==> src/rtl/regfile_alu.sv <==
// Execute-stage core: 32x32 register file (two async read ports, one sync write
// port) feeding a combinational ALU whose operand A is always read port 1.
module regfile_alu (
  input  logic        CLOCK_50,
  input  logic        reset,
  input  logic [4:0]  readReg1,
  input  logic [4:0]  readReg2,
  input  logic [4:0]  writeReg,
  input  logic [31:0] writeData,
  input  logic        regWrite,
  input  logic [31:0] aluB,
  input  logic [2:0]  ALUOp,
  output logic [31:0] regData1,
  output logic [31:0] regData2,
  output logic [31:0] aluResult,
  output logic        aluZeroFlag
);

  localparam logic [2:0] OP_ADD = 3'b000;
  localparam logic [2:0] OP_SUB = 3'b001;
  localparam logic [2:0] OP_MUL = 3'b010;
  localparam logic [2:0] OP_AND = 3'b011;
  localparam logic [2:0] OP_OR  = 3'b100;
  localparam logic [2:0] OP_SLL = 3'b101;

  logic [31:0] regs [0:31];
  logic [31:0] mul_low;

  // x0 is never written, so the zero-address mux below is what makes it read 0.
  always_ff @(posedge CLOCK_50) begin
    if (reset) begin
      for (int i = 0; i < 32; i++) begin
        regs[i] <= 32'h0;
      end
    end else if (regWrite && (writeReg != 5'd0)) begin
      regs[writeReg] <= writeData;
    end
  end

  // No bypass: a same-cycle write is only visible after the edge.
  always_comb begin
    regData1 = (readReg1 == 5'd0) ? 32'h0 : regs[readReg1];
    regData2 = (readReg2 == 5'd0) ? 32'h0 : regs[readReg2];
  end

  assign mul_low = regData1 * aluB;

  always_comb begin
    aluResult = 32'h0;
    case (ALUOp)
      OP_ADD:  aluResult = regData1 + aluB;
      OP_SUB:  aluResult = regData1 - aluB;
      OP_MUL:  aluResult = mul_low;
      OP_AND:  aluResult = regData1 & aluB;
      OP_OR:   aluResult = regData1 | aluB;
      OP_SLL:  aluResult = regData1 << aluB[4:0];
      default: aluResult = 32'h0;
    endcase
  end

  assign aluZeroFlag = (aluResult == 32'h0);

endmodule

==> config.mk <==
export PLATFORM = sky130hd
export DESIGN_NAME = regfile_alu
export DESIGN_NICKNAME = d
export VERILOG_FILES = /design/src/rtl/regfile_alu.sv
export SDC_FILE = /design/constraint.sdc
export NUM_CORES = 2
export LEC_CHECK = 0
export ABC_AREA = 1
export CORE_MARGIN = 1.5
export CORE_UTILIZATION = 47
export DETAILED_ROUTE_END_ITERATION = 10
export GPL_ROUTABILITY_DRIVEN = 0
export HOLD_SLACK_MARGIN = 0.02
export PLACE_DENSITY = 0.66
export SKIP_LAST_GASP = 1
export SLEW_MARGIN = 20
export SYNTH_ARGS = -nofsm -noshare
export SYNTH_HDL_FRONTEND = slang
export SYNTH_SLANG_ARGS = --single-unit
==> constraint.sdc <==
create_clock -name CLOCK_50 -period 9 [get_ports CLOCK_50]
set_input_delay 0.9 -clock CLOCK_50 [delete_from_list [all_inputs] [get_ports CLOCK_50]]
set_output_delay 0.9 -clock CLOCK_50 [all_outputs]
set_load 0.05 [all_outputs]
==> results.tsv <==
metric	value	unit
path_clk_slew	0.06	ns
drtIter0Drc	13910	
slew-limit-headroom	4.612	%
avgSynthCellArea	8.035	µm²
cp_max_fo	8	
postCtsHoldBufs	0	
ys_seq_area_share	40.55	%
die_x	404.7	µm
syn_inst	9437	
crit_top_cell	fa_1	
design.core.area	160400	µm²
grtUsageTotal	40.69	%
worst-setup-path-type	in -> out	
crit_buf_inv	15	
dp.final_hpwl	215.3	mm
drt-pass1-iter-count	11	
grt_setup_unrepaired	yes	
tightest_slew	1.431	ns
grt_max_degree	204	
largest_reg_flops	1024	
final_antenna_net_count	0	
worstPathArrival	9.85	ns
drv_slew	0	
area_growth	20.26	%
final_common_cell	nor2_1	
violations	DRC, setup timing	
synth_ff_type	edfxtp_1	
grt_pass1_wl	488.2	mm
synth_area	75830	µm²
timing.fmax	93.03	MHz
yosys_warnings	0	
htree_levels	3	
num-fill-cells	14080	
drv_cap	0	
cts-root-buf	clkbuf_16	
path_delay_family	adder cells	
async_reset_ff_share	0	%
dp.cells	11810	
tritoncts	done	
dieHeight	404.7	µm
grt_pass1_vias	74470	
crit_path_max_incr_delay	1.09	ns
final_nets	10540	
antenna_found_initial	11	
drc_errors	1	
drive_above_1_share	15.37	%
dp_slack	-1.436	ns
period_share	119.4	%
holdWs	0.8694	ns
slowest_stage	a21oi_1	
vias	77880	
synth-seq-cells	1024	
wl	340.4	mm
grt-ovfl-total	0	
clkSinkCount	1024	
status	finished, violations left	
critPathCaptureType	output port	
clockBufferDepth	3	
hold_viol	0	
ios	182	
synth.distinct_cells	57	
synth_edf_count	1024	
wl_per_cell	28.05	µm
layout_common_cells	nor2_1, nand2_1, edfxtp_1	
finalSetupTns	-13.82	ns
setup_viol	23	
hold_class	in -> reg	
post-route-min-period	10.75	ns
final_cells	12140	
cp-start-kind	input port	
die_area	163800	µm²
numCtsBuffers	105	
top_regs	regs x1024	
worst_slack	-1.749	ns
start_util	47.28	%
top_register	regs	
required	8.10	ns
rows	147	
routed_via_density	6.417	
port-buffer-count	181	
-- metal layers --
metal  global-route usage (%)  wire (µm)  up-vias
met3                    13.37      53870     1938
met1                    48.67     110100    36490
met4                    33.20      34560       12
met5                   0.1487        115        -
li1                         -          -    32190
met2                    59.75     141700     7247
-- stage by stage --
step | cell area, µm² | util, %
2_1_floorplan | 76370 | -
3_3_place_gp | 84220 | 52.51
3_5_place_dp | 84220 | 52.51
4_1_cts | 89850 | 56.02
5_1_grt | 91170 | 56.84
6_report | 91190 | 56.86
-- worst paths after layout --
path                        to  cells after the start  slack [ns]         from
max                aluZeroFlag                     43       -1.75  readReg1[0]
min   regs[0][2]$_SDFFCE_PN0P_                      2        0.87        reset
-- repair_timing --
| item | CTS | global route |
|---|---|---|
| gates resized for setup | 317 | 228 |
| buffers inserted | 65 | 50 |
| cloned | 15 | 4 |
| pin swaps | 90 | 147 |
| endpoints found under the setup margin | 24 | 24 |
-- cell usage after synthesis, types with 9 or more instances --
library cell / count / area share (%)
nor2_1: 2160 / 11
nand2_1: 1671 / 8.3
edfxtp_1: 1024 / 41
nand3_1: 864 / 5.7
o21ai_0: 781 / 5.2
inv_1: 690 / 3.4
clkbuf_1: 511 / 2.5
fa_1: 409 / 11
a21oi_1: 221 / 1.5
o221ai_1: 186 / 2.1
ha_1: 158 / 2.6
buf_2: 104 / 0.69
o211ai_1: 78 / 0.77
buf_1: 56 / 0.28
o22ai_1: 54 / 0.45
buf_6: 53 / 0.79
o21ai_1: 52 / 0.34
xor2_1: 45 / 0.52
a31oi_1: 43 / 0.35
buf_4: 34 / 0.34
nand4_1: 34 / 0.28
inv_2: 30 / 0.15
nor3_1: 27 / 0.18
or2_2: 18 / 0.15
clkinv_1: 13 / 0.064
nand3_2: 13 / 0.17
o311ai_0: 13 / 0.15
xnor2_1: 10 / 0.12
nand2_2: 9 / 0.074
-- logic make-up after synthesis --
family / synth area share (%)
DFF: 40.55
xor gates and xnor gates: 0.6353
and+or+nand+nor: 25.77
AOI/OAI and AO/OA: 11.33
adders and majority gates: 13.41
buffers and inverters: 8.300
other: 0.004946
-- area by class of cell --
type / instances / area [µm²] / share of cell area [%]
multi-input cells: 6950 / 40740 / 44.68
flip-flops and latches: 1024 / 30750 / 33.72
repair buffers: 1067 / 10660 / 11.69
inverters: 734 / 2920 / 3.203
clock buffers: 132 / 2750 / 3.016
well taps: 2160 / 2703 / 2.964
clock inverters: 58 / 620.6 / 0.6806
repair inverters: 3 / 31.28 / 0.03430
diodes: 7 / 17.52 / 0.01921
Power is left out: the tool's default activity adds up to more than one toggle a clock period on the data nets, which glitch-free logic cannot reach.
